**config.mk**
```make
export PLATFORM = sky130hd
export DESIGN_NAME = ball_pad_controller
export DESIGN_NICKNAME = d
export VERILOG_FILES = /design/src/rtl/ball_pad_controller.sv
export SDC_FILE = /design/constraint.sdc
export NUM_CORES = 1
export LEC_CHECK = 0
export CAP_MARGIN = 20
export CORE_ASPECT_RATIO = 0.75
export CORE_MARGIN = 10
export CORE_UTILIZATION = 50
export CTS_CLUSTER_DIAMETER = 50
export DETAILED_ROUTE_END_ITERATION = 8
export PLACE_DENSITY = 0.76
export SLEW_MARGIN = 20
export SYNTH_ARGS = -nofsm -noshare
export SYNTH_HDL_FRONTEND = slang
export SYNTH_SLANG_ARGS = --single-unit
```
**constraint.sdc**
```tcl
create_clock -name clk -period 3.58 [get_ports clk]
set_clock_uncertainty 0.1 [all_clocks]
set_input_delay 0.358 -clock clk [delete_from_list [all_inputs] [get_ports clk]]
set_output_delay 0.358 -clock clk [all_outputs]
set_load 0.005 [all_outputs]
```
**src/rtl/ball_pad_controller.sv**
```systemverilog
// Pong game-state engine: steps ball and pads once per frame on the rising edge of vblnk,
// resolves wall/pad bounces and misses, keeps score and sequences serve / game-over.
module ball_pad_controller #(
  parameter int unsigned HOR_PIXELS  = 1024,
  parameter int unsigned VER_PIXELS  = 768,
  parameter int unsigned BALL_SIZE   = 15,
  parameter int unsigned PAD_HEIGHT  = 145,
  parameter int unsigned PAD_WIDTH   = 15,
  parameter int unsigned X_PAD_LEFT  = 30,
  parameter int unsigned X_PAD_RIGHT = 979,
  parameter int unsigned BALL_SPEED  = 4,
  parameter int unsigned PAD_SPEED   = 6,
  parameter int unsigned SERVE_DELAY = 60,
  parameter int unsigned MAX_SCORE   = 9
) (
  input  logic       clk,
  input  logic       rst,
  input  logic       vblnk,
  input  logic       left_up,
  input  logic       left_down,
  input  logic       right_up,
  input  logic       right_down,
  input  logic       start,
  output logic [9:0] x_ball,
  output logic [9:0] y_ball,
  output logic [9:0] y_pad_left,
  output logic [9:0] y_pad_right,
  output logic [3:0] score_left,
  output logic [3:0] score_right,
  output logic       point_pulse,
  output logic       game_over
);

  localparam logic [1:0] ST_SERVE  = 2'd0;
  localparam logic [1:0] ST_PLAY   = 2'd1;
  localparam logic [1:0] ST_SCORED = 2'd2;
  localparam logic [1:0] ST_OVER   = 2'd3;

  localparam int unsigned CNT_W = $clog2(SERVE_DELAY);

  localparam logic [9:0] X_CENTRE    = 10'((HOR_PIXELS - BALL_SIZE) / 2);
  localparam logic [9:0] Y_CENTRE    = 10'((VER_PIXELS - BALL_SIZE) / 2);
  localparam logic [9:0] PAD_INIT    = 10'((VER_PIXELS - PAD_HEIGHT) / 2);
  localparam logic [9:0] PAD_MAX     = 10'(VER_PIXELS - 1 - PAD_HEIGHT);
  localparam logic [9:0] Y_BOTTOM    = 10'(VER_PIXELS - 1 - BALL_SIZE);
  localparam logic [9:0] X_RIGHTMOST = 10'(HOR_PIXELS - 1 - BALL_SIZE);
  localparam logic [9:0] X_LEFT_HIT  = 10'(X_PAD_LEFT + PAD_WIDTH + 1);
  localparam logic [9:0] X_RIGHT_HIT = 10'(X_PAD_RIGHT - BALL_SIZE - 1);
  localparam logic [9:0] B_STEP      = 10'(BALL_SPEED);
  localparam logic [9:0] P_STEP      = 10'(PAD_SPEED);

  // Comparisons are done one bit wider so sums near 1023 and differences near 0 cannot wrap.
  localparam logic [10:0] W_BALL   = 11'(BALL_SIZE);
  localparam logic [10:0] W_PAD_H  = 11'(PAD_HEIGHT);
  localparam logic [10:0] W_BSTEP  = 11'(BALL_SPEED);
  localparam logic [10:0] W_PSTEP  = 11'(PAD_SPEED);
  localparam logic [10:0] W_PADMAX = 11'(VER_PIXELS - 1 - PAD_HEIGHT);
  localparam logic [10:0] W_YMAX   = 11'(VER_PIXELS - 1);
  localparam logic [10:0] W_XMAX   = 11'(HOR_PIXELS - 1);
  localparam logic [10:0] W_LFACE  = 11'(X_PAD_LEFT + PAD_WIDTH);
  localparam logic [10:0] W_RFACE  = 11'(X_PAD_RIGHT);

  localparam logic [3:0]       SCORE_MAX  = 4'(MAX_SCORE);
  localparam logic [CNT_W-1:0] SERVE_LAST = CNT_W'(SERVE_DELAY - 1);

  logic [1:0]       state_q, state_d;
  logic             vblnk_q;
  logic [9:0]       x_q, x_d, y_q, y_d;
  logic [9:0]       pl_q, pl_d, pr_q, pr_d;
  logic [3:0]       sl_q, sl_d, sr_q, sr_d;
  logic             dx_q, dx_d;   // 1 = moving right
  logic             dy_q, dy_d;   // 1 = moving down
  logic [CNT_W-1:0] cnt_q, cnt_d;
  logic             pulse_q, pulse_d;
  logic             go_q, go_d;
  logic             lscored_q, lscored_d;

  logic        tick;
  logic [10:0] x_w, y_w, pl_w, pr_w;
  logic        overlap_l, overlap_r, hit_l, hit_r, miss_l, miss_r;

  function automatic logic [9:0] pad_step(input logic [9:0] y, input logic up, input logic down);
    logic [10:0] y_w1;
    logic [9:0]  y_n;
    y_w1 = {1'b0, y};
    y_n  = y;
    if (up && !down) begin
      y_n = (y_w1 < W_PSTEP) ? '0 : y - P_STEP;
    end else if (down && !up) begin
      y_n = (y_w1 + W_PSTEP > W_PADMAX) ? PAD_MAX : y + P_STEP;
    end
    return y_n;
  endfunction

  function automatic logic [3:0] score_inc(input logic [3:0] s);
    return (s >= SCORE_MAX) ? SCORE_MAX : s + 4'd1;
  endfunction

  assign tick = vblnk & ~vblnk_q;

  assign x_w  = {1'b0, x_q};
  assign y_w  = {1'b0, y_q};
  assign pl_w = {1'b0, pl_q};
  assign pr_w = {1'b0, pr_q};

  // Collision tests see the pad positions from before this tick's pad move.
  assign overlap_l = (y_w + W_BALL >= pl_w) && (y_w <= pl_w + W_PAD_H);
  assign overlap_r = (y_w + W_BALL >= pr_w) && (y_w <= pr_w + W_PAD_H);
  assign hit_l  = !dx_q && (x_w >= W_LFACE) && (x_w - W_BSTEP <= W_LFACE) && overlap_l;
  assign hit_r  = dx_q && (x_w + W_BALL < W_RFACE) && (x_w + W_BALL + W_BSTEP >= W_RFACE) && overlap_r;
  assign miss_l = !dx_q && (x_w < W_BSTEP);
  assign miss_r = dx_q && (x_w + W_BALL + W_BSTEP > W_XMAX);

  always_comb begin
    state_d   = state_q;
    x_d       = x_q;
    y_d       = y_q;
    pl_d      = pl_q;
    pr_d      = pr_q;
    sl_d      = sl_q;
    sr_d      = sr_q;
    dx_d      = dx_q;
    dy_d      = dy_q;
    cnt_d     = cnt_q;
    pulse_d   = 1'b0;
    go_d      = go_q;
    lscored_d = lscored_q;

    if (tick) begin
      pl_d = pad_step(pl_q, left_up, left_down);
      pr_d = pad_step(pr_q, right_up, right_down);
    end

    case (state_q)
      ST_SERVE: begin
        if (tick) begin
          if (cnt_q == SERVE_LAST) begin
            cnt_d   = '0;
            state_d = ST_PLAY;
          end else begin
            cnt_d = cnt_q + 1'b1;
          end
        end
      end

      ST_PLAY: begin
        if (tick) begin
          if (!dy_q && (y_w < W_BSTEP)) begin
            y_d  = '0;
            dy_d = 1'b1;
          end else if (dy_q && (y_w + W_BALL + W_BSTEP > W_YMAX)) begin
            y_d  = Y_BOTTOM;
            dy_d = 1'b0;
          end else begin
            y_d = dy_q ? y_q + B_STEP : y_q - B_STEP;
          end

          if (hit_l) begin
            x_d  = X_LEFT_HIT;
            dx_d = 1'b1;
          end else if (hit_r) begin
            x_d  = X_RIGHT_HIT;
            dx_d = 1'b0;
          end else if (miss_l) begin
            x_d       = '0;
            lscored_d = 1'b0;
            state_d   = ST_SCORED;
          end else if (miss_r) begin
            x_d       = X_RIGHTMOST;
            lscored_d = 1'b1;
            state_d   = ST_SCORED;
          end else begin
            x_d = dx_q ? x_q + B_STEP : x_q - B_STEP;
          end
        end
      end

      ST_SCORED: begin
        // Lasts exactly one clock; the next serve heads toward the player who conceded.
        pulse_d = 1'b1;
        x_d     = X_CENTRE;
        y_d     = Y_CENTRE;
        dx_d    = lscored_q;
        if (lscored_q) begin
          sl_d = score_inc(sl_q);
        end else begin
          sr_d = score_inc(sr_q);
        end
        if ((lscored_q ? score_inc(sl_q) : score_inc(sr_q)) == SCORE_MAX) begin
          state_d = ST_OVER;
          go_d    = 1'b1;
        end else begin
          state_d = ST_SERVE;
        end
      end

      ST_OVER: begin
        x_d = X_CENTRE;
        y_d = Y_CENTRE;
        if (tick && start) begin
          sl_d    = '0;
          sr_d    = '0;
          go_d    = 1'b0;
          state_d = ST_SERVE;
        end
      end

      default: state_d = ST_SERVE;
    endcase
  end

  always_ff @(posedge clk) begin
    if (rst) begin
      state_q   <= ST_SERVE;
      vblnk_q   <= 1'b0;
      x_q       <= X_CENTRE;
      y_q       <= Y_CENTRE;
      pl_q      <= PAD_INIT;
      pr_q      <= PAD_INIT;
      sl_q      <= '0;
      sr_q      <= '0;
      dx_q      <= 1'b1;
      dy_q      <= 1'b1;
      cnt_q     <= '0;
      pulse_q   <= 1'b0;
      go_q      <= 1'b0;
      lscored_q <= 1'b0;
    end else begin
      state_q   <= state_d;
      vblnk_q   <= vblnk;
      x_q       <= x_d;
      y_q       <= y_d;
      pl_q      <= pl_d;
      pr_q      <= pr_d;
      sl_q      <= sl_d;
      sr_q      <= sr_d;
      dx_q      <= dx_d;
      dy_q      <= dy_d;
      cnt_q     <= cnt_d;
      pulse_q   <= pulse_d;
      go_q      <= go_d;
      lscored_q <= lscored_d;
    end
  end

  assign x_ball      = x_q;
  assign y_ball      = y_q;
  assign y_pad_left  = pl_q;
  assign y_pad_right = pr_q;
  assign score_left  = sl_q;
  assign score_right = sr_q;
  assign point_pulse = pulse_q;
  assign game_over   = go_q;

endmodule

```
-- After elaboration in Yosys (flattened, before gate mapping)
Index checks and enable logic that the tools add are counted.
- output and inout port bits: 50
- bits in registers: 62
- logic and storage cells: 166
- add/subtract/negate cells: 20
- bitwise gates (word level): 4
- reductions and logical operators: 43
- eq/ne operators: 16
- mux-type cells: 51
- order comparisons: 18
- operator list (operator ; count):
    2-to-1 mux 10 bit ; 18
    > comparator 11 x 10 -> 1 bit (second input constant) ; 4
    adder 10 x 3 -> 10 bit (second input constant) ; 4
    < comparator 10 x 3 -> 1 bit (second input constant) ; 4
    case mux 10 bit (2 select lines) ; 2
    subtractor 10 x 3 -> 10 bit (second input constant) ; 4
    2-to-1 mux 4 bit ; 6
    adder 10 x 3 -> 11 bit (second input constant) ; 2
    adder 10 x 4 -> 11 bit (second input constant) ; 2
    adder 10 x 8 -> 11 bit (second input constant) ; 2
    adder 11 x 3 -> 11 bit (second input constant) ; 2
    >= comparator 11 x 10 -> 1 bit ; 2
    less-or-equal comparator 10 x 11 -> 1 bit ; 2
    2-to-1 mux 2 bit ; 9
    inequality test 2 bit (second input constant) ; 9
    logical AND 1 bit ; 17
    case mux 4 bit (2 select lines) ; 2
    AND reduction 3 bit ; 5
    nonzero test 2 bit ; 7
    >= comparator 11 x 10 -> 1 bit (second input constant) ; 1
    less-or-equal comparator 11 x 6 -> 1 bit (second input constant) ; 1
    < comparator 11 x 10 -> 1 bit (second input constant) ; 1
    subtractor 10 x 3 -> 11 bit (second input constant) ; 1
    >= comparator 10 x 6 -> 1 bit (second input constant) ; 1
    20 further kinds ; 44

-- Depth between registers and ports, before layout
- word-level depth: 10
- mapped depth: 15
- depth with buffers taken out: 15

-- Worst setup path before layout
OpenSTA, ideal clock, no wires.
- path kind: register -> register
- from: register x_q[2], in the netlist x_ball[2]
- to: register x_q[2], in the netlist x_ball[2]
- arrival time: 3.313 ns
- data required time: 3.413 ns
- path slack: 0.101 ns
- cell stages (with the launch flop): 16
- buffers on the path: 1
- cells stage by stage: dfxtp_1 clkbuf_1 nor3_1 xnor2_1 inv_1 ha_1 and2_1 o2111a_1 a211oi_1 xor2_1 o21ai_2 and4b_1 o22a_4 and2_4 or3_1 a21oi_2
- longest elaborated chain between the ends: 10
- elaborated cells between the ends (all ways): 26
- ends and longest elaborated chain (element ; RTL line ; text):
    start: declaration ; 68 ; logic [9:0] x_q, x_d, y_q, y_d;
    start signal: assignment ; 216 ; x_q <= X_CENTRE;
    start signal: assignment ; 231 ; x_q <= x_d;
    adder 10 x 4 -> 11 bit ; 110, 112 ;
    adder 11 x 3 -> 11 bit ; 110, 112 ;
    > comparator 11 x 10 -> 1 bit ; 112 ; assign miss_r = dx_q && (x_w + W_BALL + W_BSTEP > W_XMAX);
    logical AND 1 bit ; 112 ;
    2-to-1 mux 10 bit ; 168 ; end else if (miss_r) begin
    2-to-1 mux 10 bit ; 164 ; end else if (miss_l) begin
    2-to-1 mux 10 bit ; 161 ; end else if (hit_r) begin
    2-to-1 mux 10 bit (*) ; 158 ; if (hit_l) begin
    2-to-1 mux 10 bit (*) ; 147 ; if (tick) begin
    case mux 10 bit (2 select lines) (*) ; 134 ; case (state_q)
Mark *: on every way between the ends. The rest lies on a longest branch, timed or not. The select of a mux whose other input is x is not followed.
A chain may end at the register's enable or synchronous reset.

-- Worst setup path after layout
- from: register y_q[4], in the netlist y_ball[4]
- to: register dx_q
- longest elaborated chain between the ends: 7
- elaborated cells between the ends (all ways): 14
- ends and longest elaborated chain (element ; RTL line ; text):
    start: declaration ; 68 ;
    start signal: assignment ; 232 ; y_q <= y_d;
    adder 10 x 4 -> 11 bit ; 107, 108 ;
    >= comparator 11 x 10 -> 1 bit ; 107 ; assign overlap_l = (y_w + W_BALL >= pl_w) && (y_w <= pl_w + W_PAD_H);
    logical AND 1 bit ; 107 ;
    logical AND 1 bit ; 109 ; assign hit_l = !dx_q && (x_w >= W_LFACE) && (x_w - W_BSTEP <= W_LFACE) && overlap_l;
    2-to-1 mux 1 bit ; 158 ;
    2-to-1 mux 1 bit ; 147 ;
    case mux 1 bit (2 select lines) ; 134 ;
    end signal: assignment ; 222 ; dx_q <= 1'b1;
    end signal: assignment ; 237 ; dx_q <= dx_d;
    end: declaration ; 71 ; logic dx_q, dx_d;
Parallel ways exist; a longest one is shown, timed or not. The select of a mux whose other input is x is not followed.

==> out/results.tsv <==
metric	value	unit
status	complete, no violations	
routed_via_density	6.167	
die_area	0.01755	mm²
die_h	117.3	µm
clk_latency	340	ps
power	1.922	mW
postLayoutCoreUtil	0.6163	
powerDensity	253.5	mW/mm²
ioPinCount	58	
slew_headroom	0.4581	
seq_area	0.001202	mm²
path_cells	nand4_1, nor2_1, xor2_1, ha_1, o211ai_1, o31ai_1, nand3_1, a211o_1, nor2_2, a211oi_1, a2111o_1	
ff2ff_setup_slack	130	ps
layout_common_cells	nand2_1 (92), nor2_1 (89), o21ai_0 (66), ha_1 (66), a21oi_1 (62)	
end_kind	flip-flop	
grt_use_total	0.2144	
grt_pass1_vias	6255	
grt_max_degree	20	
detail_route.wl_per_cell	16.80	µm
cts_inserted_buffers	9	
fin_crit_sh	0.9637	
critical-path-slowest-cell	dfxtp_1	
yosys_warnings	0	
root_buffer	clkbuf_16	
htreeDepth	3	
hold_violations	0	
slew_viol_final	0	
synthCells	894	
drc	0	
min_period	3450	ps
num_vias	6969	
num-nets-final	1035	
gp_congestion	0.9549	
crit_cells	11	
multi_input_area	0.004718	mm²
crit_path_start_kind	flip-flop	
whs	406.6	ps
core-area	0.01231	mm²
syn-cell-area	0.006305	mm²
initial_core_util	0.5124	
setup_viol	0	
grt_pass1_wl	31.43	mm
crit_required	3700	ps
drive_above_1_share	0.09544	
drt_first_pass_iters	5	
mostFrequentLayoutCell	nand2_1	
synth-async-reset-ratio	0	
synth-xor-area-share	0.06112	
antenna_found_initial	0	
die_x	149.7	µm
finalWirelength	18.98	mm
grt-ovfl-total	0	
clockBufferDepth	2	
min_path_type	flip-flop to flip-flop	
hpwl	14.20	mm
fp-row-count	35	
avgSynthCellArea	7.052	µm²
ys.flop_type	dfxtp_1	
crit_type	flip-flop to flip-flop	
ctsResizeCount	0	
cts.sinks	60	
cts_tree	built	
p_leak	3.067	nW
seq_area_frac_synth	0.1905	
synth_simple_gate_area_frac	0.2620	
stdcell_count	1130	
port_buffers	55	
area_growth	20.28	%
dp.cells	1115	
drv_cap	0	
worstPathArrival	3570	ps
ff2ff_path_depth	11	
max_stage_delay	500	ps
drt_iter0_drc	715	
cts.clk_slew.worst_paths	60	ps
ys_types	75	
reg2reg_to	dx_q	
worstPathBufferInverterCount	0	
antenna_left	0	
hold_path_depth	2	
synth_top_family_by_area	compound AO/OA/AOI/OAI gates	
synth-seq-cells	60	
reg2reg_from	y_ball[4]	
tns	0	ps
rsz0062_at_grt	true	
n_fill_cell	1127	
synth_compound_area_frac	0.2782	
yosys-mux-area-fraction	0.004961	
timing.fmax	0.2899	GHz
synth_edf_count	0	
path_delay_family	compound AO/OA/AOI/OAI gates	
cts_hold_buf	0	
antennaDiodeCount	0	
post_cts_buffers	0	
endpoint	dx_q	
yosys.area_share.adder	0.1330	
tightest_slew	792.4	ps
ir_drop	0.2021	mV
crit_fanout	7	
startpoint	y_ball[4]	
-- metrics by stage --
stage / area, µm² / setup WS [ps]
global placement: 7239 / 172.0
detailed placement: 7239 / 71.15
global route: 7584 / -50.88
CTS: 7532 / 60.75
finish: 7584 / 130.0
floorplan: 6309 / 100.8
-- synth_stat cells (all sizes together) (7+ instances only) --
cell type	instances	area [µm²]
a211oi	14	105.1
a21o	7	52.55
a21oi	63	319.1
a22oi	7	52.55
a31oi	25	156.4
and3	9	56.30
buf	11	63.81
clkbuf	43	161.4
dfxtp	60	1201
ha	67	838.3
inv	51	191.4
nand2	92	345.3
nand2b	12	75.07
nand3	28	140.1
nand3b	7	52.55
nand4	15	100.1
nor2	90	337.8
nor3	35	175.2
nor4	14	87.58
o211ai	9	67.56
o21ai	70	354.1
o22ai	11	68.82
o31ai	7	57.55
or3	9	56.30
xnor2	30	262.8
xor2	14	122.6
-- tightest hold or removal path, delay by kind of cell, from the launching register on --
| kind | cells | cell delay [ps] |
|---|---|---|
| flops | 1 | 330 |
| simple gates | 1 | 80 |
| compound gates | 1 | 60 |
-- sequential cells by signal, indices dropped and copies added, names as in the netlist, 2 cells and up --
register,flops
x_ball,10
y_pad_left,10
y_pad_right,10
y_ball,8
cnt_q,6
score_left,4
score_right,4
state_q,2
-- where the power goes --
group	total (mW)	internal (mW)	switching, mW
logic	0.351	0.152	0.199
registers	0.697	0.682	0.0153
clock network	0.874	0.552	0.322
total	1.92	1.39	0.536
-- logic make-up after synthesis --
logic type	Yosys count
XOR/XNOR	44
flip-flops	60
multiplexers	3
adder cells (fa/ha/maj)	67
other	1
AO/OA/AOI/OAI	267
buffers and inverters	111
AND/OR/NAND/NOR	341
-- metal layers --
layer | wire length, µm | global-route usage
met5 | 0 | 0
met4 | 241 | 0.04587
met3 | 1806 | 0.04418
met2 | 7892 | 0.3107
met1 | 9040 | 0.3160
-- cell type report --
| cell class | count | area share |
|---|---|---|
| Tap cell | 166 | 0.02739 |
| Clock inverter | 4 | 0.006600 |
| Sequential cell | 60 | 0.1586 |
| Clock buffer | 11 | 0.03201 |
| Timing Repair Buffer | 108 | 0.1251 |
| Inverter | 57 | 0.02821 |
| Multi-Input combinational cell | 724 | 0.6222 |
-- worst min path at each step --
| stage | startpoint | endpoint | slack [ps] |
|---|---|---|---|
| after CTS | cnt_q[5] | cnt_q[5] | 400 |
| final | game_over | game_over | 410 |
| after detailed placement | cnt_q[5] | cnt_q[5] | 390 |
| after floorplan | cnt_q[5] | cnt_q[5] | 360 |
| after global routing | game_over | game_over | 440 |
| after global placement | cnt_q[5] | cnt_q[5] | 370 |
Power figures use the tool's default switching activity.
